===== config.mk =====
export PLATFORM = sky130hd
export DESIGN_NAME = cordic_rx_scheduler
export DESIGN_NICKNAME = d
export VERILOG_FILES = /design/src/rtl/cordic_rx_scheduler.sv
export SDC_FILE = /design/constraint.sdc
export NUM_CORES = 1
export LEC_CHECK = 0
export ABC_CLOCK_PERIOD_IN_PS = 12000
export CAP_MARGIN = 20
export CORE_MARGIN = 4
export CORE_UTILIZATION = 45
export DETAILED_ROUTE_END_ITERATION = 6
export PLACE_DENSITY = 0.74
export SETUP_SLACK_MARGIN = 0.5
export SLEW_MARGIN = 10
export SYNTH_ARGS = -nofsm -noshare
export SYNTH_HDL_FRONTEND = slang
export SYNTH_SLANG_ARGS = --single-unit

===== constraint.sdc =====
create_clock -name clock -period 12 [get_ports clock]
set_input_delay 1.8 -clock clock [delete_from_list [all_inputs] [get_ports clock]]
set_output_delay 1.8 -clock clock [all_outputs]
set_load 0.03 [all_outputs]

===== src/rtl/cordic_rx_scheduler.sv =====
// -----------------------------------------------------------------------------
// cordic_rx_scheduler
//
// Shares one fully pipelined, phase-input CORDIC mixer between NRX receivers.
// Each accepted ADC sample is issued NRX times on consecutive cycles, one
// issue per receiver, and each issue carries that receiver's NCO phase. A
// receiver's phase advances by its own frequency word on every issue. A tag
// pipe as deep as the CORDIC latency follows each issue, so every CORDIC
// result comes out labelled with the receiver that owns it.
//
// Ports
//   clock, rst_n                 clock (rising edge), async active-low reset
//   adc_valid, adc_I, adc_Q      new-sample strobe and signed sample
//   freq_wr_en/idx/data          host write into a receiver's shadow freq word
//   freq_wr_ack                  one-cycle pulse, the cycle after any write
//   overrun_clr                  clears the sticky overrun flag
//   cordic_issue/I/Q/phase       registered CORDIC input bundle
//   cordic_res_I/Q               CORDIC result, CORDIC_LAT cycles after issue
//   out_valid/idx/I/Q            registered, tagged result
//   busy                         high while a batch is being issued
//   overrun                      sticky: a sample arrived while busy
//   state_dbg                    current FSM state
//
// Handshake: there is no backpressure on any interface. adc_valid is a
// one-cycle strobe. It is accepted only when the FSM is IDLE. A strobe in any
// other cycle, including the last issue cycle, is dropped and sets overrun.
// cordic_issue and out_valid are qualifiers only. Data on those buses is
// meaningful only in cycles where the qualifier is high.
// -----------------------------------------------------------------------------
module cordic_rx_scheduler #(
  parameter int NRX        = 4,
  parameter int WIDX       = 2,
  parameter int IN_WIDTH   = 16,
  parameter int WF         = 32,
  parameter int WO         = 16,
  parameter int CORDIC_LAT = 20
) (
  input  logic                clock,
  input  logic                rst_n,
  input  logic                adc_valid,
  input  logic [IN_WIDTH-1:0] adc_I,
  input  logic [IN_WIDTH-1:0] adc_Q,
  input  logic                freq_wr_en,
  input  logic [WIDX-1:0]     freq_wr_idx,
  input  logic [WF-1:0]       freq_wr_data,
  output logic                freq_wr_ack,
  input  logic                overrun_clr,
  output logic                cordic_issue,
  output logic [IN_WIDTH-1:0] cordic_I,
  output logic [IN_WIDTH-1:0] cordic_Q,
  output logic [WF-1:0]       cordic_phase,
  input  logic [WO-1:0]       cordic_res_I,
  input  logic [WO-1:0]       cordic_res_Q,
  output logic                out_valid,
  output logic [WIDX-1:0]     out_idx,
  output logic [WO-1:0]       out_I,
  output logic [WO-1:0]       out_Q,
  output logic                busy,
  output logic                overrun,
  output logic [0:0]          state_dbg
);

  localparam logic [0:0]      ST_IDLE   = 1'b0;
  localparam logic [0:0]      ST_ISSUE  = 1'b1;
  localparam logic [WIDX-1:0] LAST_SLOT = WIDX'(NRX - 1);

  logic [0:0]      state;
  // slot is the receiver whose issue is currently on the cordic_* outputs.
  logic [WIDX-1:0] slot;

  logic [WF-1:0] phase_q  [NRX];
  logic [WF-1:0] active_q [NRX];
  logic [WF-1:0] shadow_q [NRX];

  logic          tag_v [CORDIC_LAT];
  logic [WIDX-1:0] tag_s [CORDIC_LAT];

  logic            accept;
  logic            last_slot;
  logic            load;
  logic [WIDX-1:0] next_slot;
  logic [WF-1:0]   next_phase;

  // load is high when the next cycle carries an issue. The issue for
  // next_slot is staged into the output registers at this edge.
  always_comb begin
    accept     = adc_valid && (state == ST_IDLE);
    last_slot  = (state == ST_ISSUE) && (slot == LAST_SLOT);
    load       = accept || ((state == ST_ISSUE) && !last_slot);
    next_slot  = accept ? '0 : slot + WIDX'(1);
    next_phase = '0;
    for (int r = 0; r < NRX; r++) begin
      if (next_slot == WIDX'(r)) next_phase = phase_q[r];
    end
  end

  assign busy      = (state == ST_ISSUE);
  assign state_dbg = state;

  // FSM, issue bundle, and status flags.
  always_ff @(posedge clock or negedge rst_n) begin
    if (!rst_n) begin
      state        <= ST_IDLE;
      slot         <= '0;
      cordic_issue <= 1'b0;
      cordic_phase <= '0;
      cordic_I     <= '0;
      cordic_Q     <= '0;
      overrun      <= 1'b0;
      freq_wr_ack  <= 1'b0;
    end else begin
      freq_wr_ack  <= freq_wr_en;
      // A new drop takes priority over a clear in the same cycle.
      overrun      <= (adc_valid && !accept) || (overrun && !overrun_clr);
      cordic_issue <= load;
      if (accept) begin
        state    <= ST_ISSUE;
        cordic_I <= adc_I;
        cordic_Q <= adc_Q;
      end else if (last_slot) begin
        state <= ST_IDLE;
      end
      if (load) begin
        slot         <= next_slot;
        cordic_phase <= next_phase;
      end
    end
  end

  // Frequency words and phase accumulators.
  // The shadow words are copied into the active words when a batch starts.
  // A write in the accepting cycle therefore misses that batch. At that edge
  // the receiver-0 accumulator adds the shadow word directly, because that
  // word is the active value for the batch being started.
  always_ff @(posedge clock or negedge rst_n) begin
    if (!rst_n) begin
      for (int r = 0; r < NRX; r++) begin
        phase_q[r]  <= '0;
        active_q[r] <= '0;
        shadow_q[r] <= '0;
      end
    end else begin
      for (int r = 0; r < NRX; r++) begin
        // An index >= NRX matches no receiver, so the write is dropped.
        if (freq_wr_en && (freq_wr_idx == WIDX'(r))) shadow_q[r] <= freq_wr_data;
        if (accept) active_q[r] <= shadow_q[r];
        if (load && (next_slot == WIDX'(r)))
          phase_q[r] <= phase_q[r] + (accept ? shadow_q[r] : active_q[r]);
      end
    end
  end

  // Tag pipe. It follows the issue bundle, so the tag in the last stage lines
  // up with the CORDIC result for that issue.
  always_ff @(posedge clock or negedge rst_n) begin
    if (!rst_n) begin
      for (int k = 0; k < CORDIC_LAT; k++) begin
        tag_v[k] <= 1'b0;
        tag_s[k] <= '0;
      end
    end else begin
      tag_v[0] <= cordic_issue;
      tag_s[0] <= slot;
      for (int k = 1; k < CORDIC_LAT; k++) begin
        tag_v[k] <= tag_v[k-1];
        tag_s[k] <= tag_s[k-1];
      end
    end
  end

  // Result register. The data holds its value between valid cycles.
  always_ff @(posedge clock or negedge rst_n) begin
    if (!rst_n) begin
      out_valid <= 1'b0;
      out_idx   <= '0;
      out_I     <= '0;
      out_Q     <= '0;
    end else begin
      out_valid <= tag_v[CORDIC_LAT-1];
      if (tag_v[CORDIC_LAT-1]) begin
        out_idx <= tag_s[CORDIC_LAT-1];
        out_I   <= cordic_res_I;
        out_Q   <= cordic_res_Q;
      end
    end
  end

endmodule

### Word level (Yosys, flattened, before mapping)

Cells that the tools add are included.
W data, S select, Z words.

* logic and storage cells: 109
* memories: 0
* input bits: 103
* output and inout port bits: 104
* bits in read-only memories: 0
* bits in registers: 549
* bits in writable memories: 0
* bits in latches: 0

* order comparisons: 0
* reductions and logical operators: 21
* $add $sub $neg: 5
* bitwise logic cells: 1
* shifts and indexed selects: 0
* div/mod/pow operators: 0
* mux-type cells: 11
* equal/unequal tests: 7
* multipliers: 0

Operator list (count)
* $mux W32: 8
* $add A32 B32 Y32: 4
* $logic_and A1 B1 Y1: 13
* $eq A2 B2 Y1 const B: 5
* $eq A2 B1 Y1 const B: 2
* $logic_not A2 Y1: 2
* $logic_not A1 Y1: 3
* $add A2 B1 Y2 const B: 1
* $logic_or A1 B1 Y1: 2
* $mux W1: 2
* $mux W2: 1
* $reduce_bool A2 Y1: 1
* $not A1 Y1: 1

### Longest topological paths before layout

* depth in word-level cells: 8
* mapped depth: 19
* depth with buffers taken out: 16

### Worst setup path after synthesis

OpenSTA, ideal clock, no wires.

* path type: input-to-reg
* start: input adc_valid
* end: register phase_q[60] (netlist bit)
* setup slack: 6.594 ns
* library setup time: 0.071 ns
* cell stages on the path: 19
* arrival: 5.335 ns
* required time: 11.929 ns
* path buffers: 3
* cells stage by stage: nor2b_1 > clkbuf_1 > clkbuf_1 > clkbuf_1 > nand2_1 > nand2_1 > ha_1 > inv_1 > fa_1 > nor2b_1 > o21a_1 > o21ai_2 > a21oi_2 > o41ai_2 > o31ai_2 > a221o_2 > a31oi_4 > or4_1 > nand4_1

* longest elaborated chain between the ends: 4
* elaborated cells between the ends (all ways): 7
* classes of those cells: add/sub: 1; eq/ne: 1; mux: 2; reduce/logical: 3

RTL lines
* from (decl): line 40 `input logic adc_valid,`
* $logic_and A1 B1 Y1 *: line 87 `accept = adc_valid && (state == ST_IDLE);`
* branches (longest 3 deep; another with $add A32 B32 Y32)
* to (signal, indexed assignment): line 148 `phase_q[r] <= phase_q[r] + (accept ? shadow_q[r] : active_q[r]);`
* to (decl): line 71 `logic [WF-1:0] phase_q [NRX];`

Mark *: on every way between the ends.
A chain may end at the register's enable or synchronous reset.

### Worst setup path in the final report

* start: input adc_valid
* end: register phase_q[30] (netlist bit)

Same word-level chain as after synthesis.

==> results.ini <==
[layout]
layout-drive-gt1-share_pct = 11.0
flow.area_growth_from_synthesis_pct = 17.6
nets = 3116
utilization_pct = 53.7

[global_route]
grt_max_degree = 148
globalRouteTotalUtil_pct = 21.3
first_global_vias = 20400
wire_length_of_the_first_global_routing_pass_mm = 110
grt_antenna_before_repair = 1
globalRouteOverflowTotal = 0

[critical_path]
kind_of_end_point_of_the_critical_path = flip-flop
worst_setup_path_start_kind = primary input
criticalPathCategory = primary input to flip-flop
critical_path_arrival_ps = 6850
depth_of_the_worst_register_to_register_path = 18
worst_path_required_time_ps = 12490
critical_path_peak_fanout = 91

[timing]
report.final.slew_viol_count = 0
timing_worst_slew_pin_value_ps = 1140
rsz0062_at_grt = false
finalWorstPathRequiredPeriod_ps = 6360
period_share_pct = 53.0
timing.setup.tns_ps = 0
report.final.setup_viol = 0
finalClockSkew_ps = 22.0
finalHoldViolCount = 0
setup_ws_ps = 5640
max-slew-margin-rel_pct = 23.7
achievable-frequency_mhz = 157

[floorplanning]
die_area_sq_mm = 0.0641
design.portCount = 207
chipWidth_um = 253
floorplan.core_area_sq_mm = 0.0592
initial_utilization_pct = 45.6
std_cell_rows = 89
die_height_um = 253

[clock_network]
clock_insertion_delay_worst_skew_ps = 620
cts_htree_levels = 2
cts_tree = yes
ctsResizeCount = 0
numClockSinks = 549
cts.clk_slew.worst_paths_ps = 60
number_of_buffers_created_by_cts = 57
cts-root-to-sink-buffers = 3
cts-hold-fix-buffers = 0
cts.repair_timing.setup_buffer_count = 0
cts-root-buf = clkbuf_16

[yosys]
synthDistinctLibCells = 73
ys_seq_elements = 549
synth_seq_area_share_pct = 50.8
synth_enable_flop_cells = 0
synthFlopType = dfrtp_1
avgSynthCellArea_sq_um = 9.95
synth-async-reset-ratio_pct = 100
synthesis.nets = 2961
synth.cell_area_sq_mm = 0.0270
synth_cells = 2717
yosys_warnings = 0

[drt]
antenna_left = 0
routed-via-count = 20300
avgViaCountPerCell = 5.50
postRouteWirelength_mm = 68.5
wl_per_cell_um = 18.6
route.detailed.drc = 0
drt-pass1-iter-count = 5
drt_iter0_markers = 1571

[placed_design]
final_weighted_congestion_in_routability_driven_placement = 0.966
post-dp-hpwl_mm = 49.2
detailedPlace.worstSlack_ps = 5140
buffers_added_on_ports = 206

[status]
result_of_the_run = finished clean

[power]
vdd.ir_drop.worst_mv = 0.155
p_leak_uw = 0.0151
pwr_density_cell_mw_per_mm2 = 328

[hold_path]
timing.hold.worst_path_depth = 0
timing.hold.worst.class = flip-flop to flip-flop

[flow_run]
maxCapViolCount = 0

[worst max-delay path, stage by stage]
cell and delay, ps:
clkdlybuf4s50_1 570, nor2b_4 170, buf_4 580, buf_12 440, nand2_1 110, nand2_1 100, ha_1 180, inv_1 60
fa_1 420, nor2b_1 120, o21ai_0 90, nand2b_1 150, a21oi_1 210, o311ai_0 840, nand2_1 210, o21ai_0 330
o21ai_0 150, mux2i_1 150, o21ai_0 100
[registers in the layout, indices dropped and copies added (netlist names), 2 cells and up]
register	count
active_q	128
phase_q	128
shadow_q	128
tag_s	40
cordic_phase	32
tag_v	20
cordic_I	16
cordic_Q	16
out_I	16
out_Q	16
out_idx	2
slot	2
[path summary, 6_finish.rpt]
check                      startpoint           end  slack, ps
max in group asynchronous       rst_n  shadow_q[29]       8360
max                         adc_valid   phase_q[30]       5640
max reg2reg                      busy   phase_q[30]       6940
min                          tag_s[6]      tag_s[4]        350
min in group asynchronous       rst_n   phase_q[97]       1270
min reg2reg                  tag_s[6]      tag_s[4]        350
[cell families after synthesis]
| kind of cell | count (synthesis) | share of synthesized area [%] |
|---|---|---|
| muxes | 201 | 8.22 |
| buffers and inverters | 196 | 2.78 |
| xor gates and xnor gates | 110 | 3.56 |
| DFF | 549 | 50.8 |
| AOI/OAI and AO/OA | 579 | 13.5 |
| and+or+nand+nor | 941 | 14.5 |
| adders and majority gates | 141 | 6.64 |
[routing by layer]
layer,global-route usage [%],routed length (um)
met5,0,0
met4,6.37,2020
met3,3.50,3650
met2,34.3,31200
met1,30.0,31600
[layout by cell type, fill, tap and decap left out, types with 16 or more instances in the layout]
cell             Yosys  final
a21o_1              80     80
mux2i_1             33     33
clkbuf_8             0     18
nand2_1            693    692
clkdlybuf4s50_1      0    205
o221ai_1            32     32
nand3_1             27     25
ha_1               137    137
mux2_2             168    168
nor3_1              39     38
dfrtp_1            549    548
nand4_1             22     22
xor2_1              54     54
a21oi_1            160    160
o21ai_0            179    179
clkbuf_16            0     58
nand2b_1            19     18
nor2b_1             19     18
inv_1               64     64
buf_4                2     18
nor2_1              74     73
xnor2_1             56     56
a211oi_1            16     16
[synthesized netlist by cell type (54+ instances only)]
cell      instances  share of area (%)
o21ai_0         179                3.3
inv_1            64               0.89
nand2_1         693                9.6
a21o_1           80                2.2
nor2_1           74                1.0
clkbuf_1        105                1.5
ha_1            137                6.3
xnor2_1          56                1.8
a21oi_1         160                3.0
dfrtp_1         549                 51
mux2_2          168                7.0
xor2_1           54                1.7
[area by class of cell]
type | count | area [sq um]
Timing Repair Buffer | 228 | 2280
Clock inverter | 18 | 254
Inverter | 64 | 240
Fill cell | 5137 | 27400
Multi-Input combinational cell | 1972 | 12600
Clock buffer | 83 | 1730
Sequential cell | 549 | 13700
Tap cell | 773 | 967
Antenna cell | 2 | 5.00
[metrics by stage]
| step | instance area (sq um) | cells | power, uW | hold WS (ps) |
|---|---|---|---|---|
| after CTS | 31800 | 3686 | 10500 | 348 |
| final | 31800 | 3689 | 10400 | 347 |
| after floorplan | 27000 | 2717 | 6980 | 331 |
| after global placement | 29800 | 3585 | 8390 | 334 |
| after global routing | 31800 | 3688 | 11200 | 352 |
| after detailed placement | 29800 | 3585 | 8570 | 335 |
[where the power goes]
group / leakage [uW] / switching, uW / total (uW) / internal [uW]
clock: 0.000983 / 724 / 1840 / 1120
sequential: 0.00664 / 481 / 3100 / 2620
combinational: 0.00746 / 3300 / 5500 / 2200
total: 0.0151 / 4500 / 10400 / 5940
Note: power is estimated with default switching activity, not from simulation.
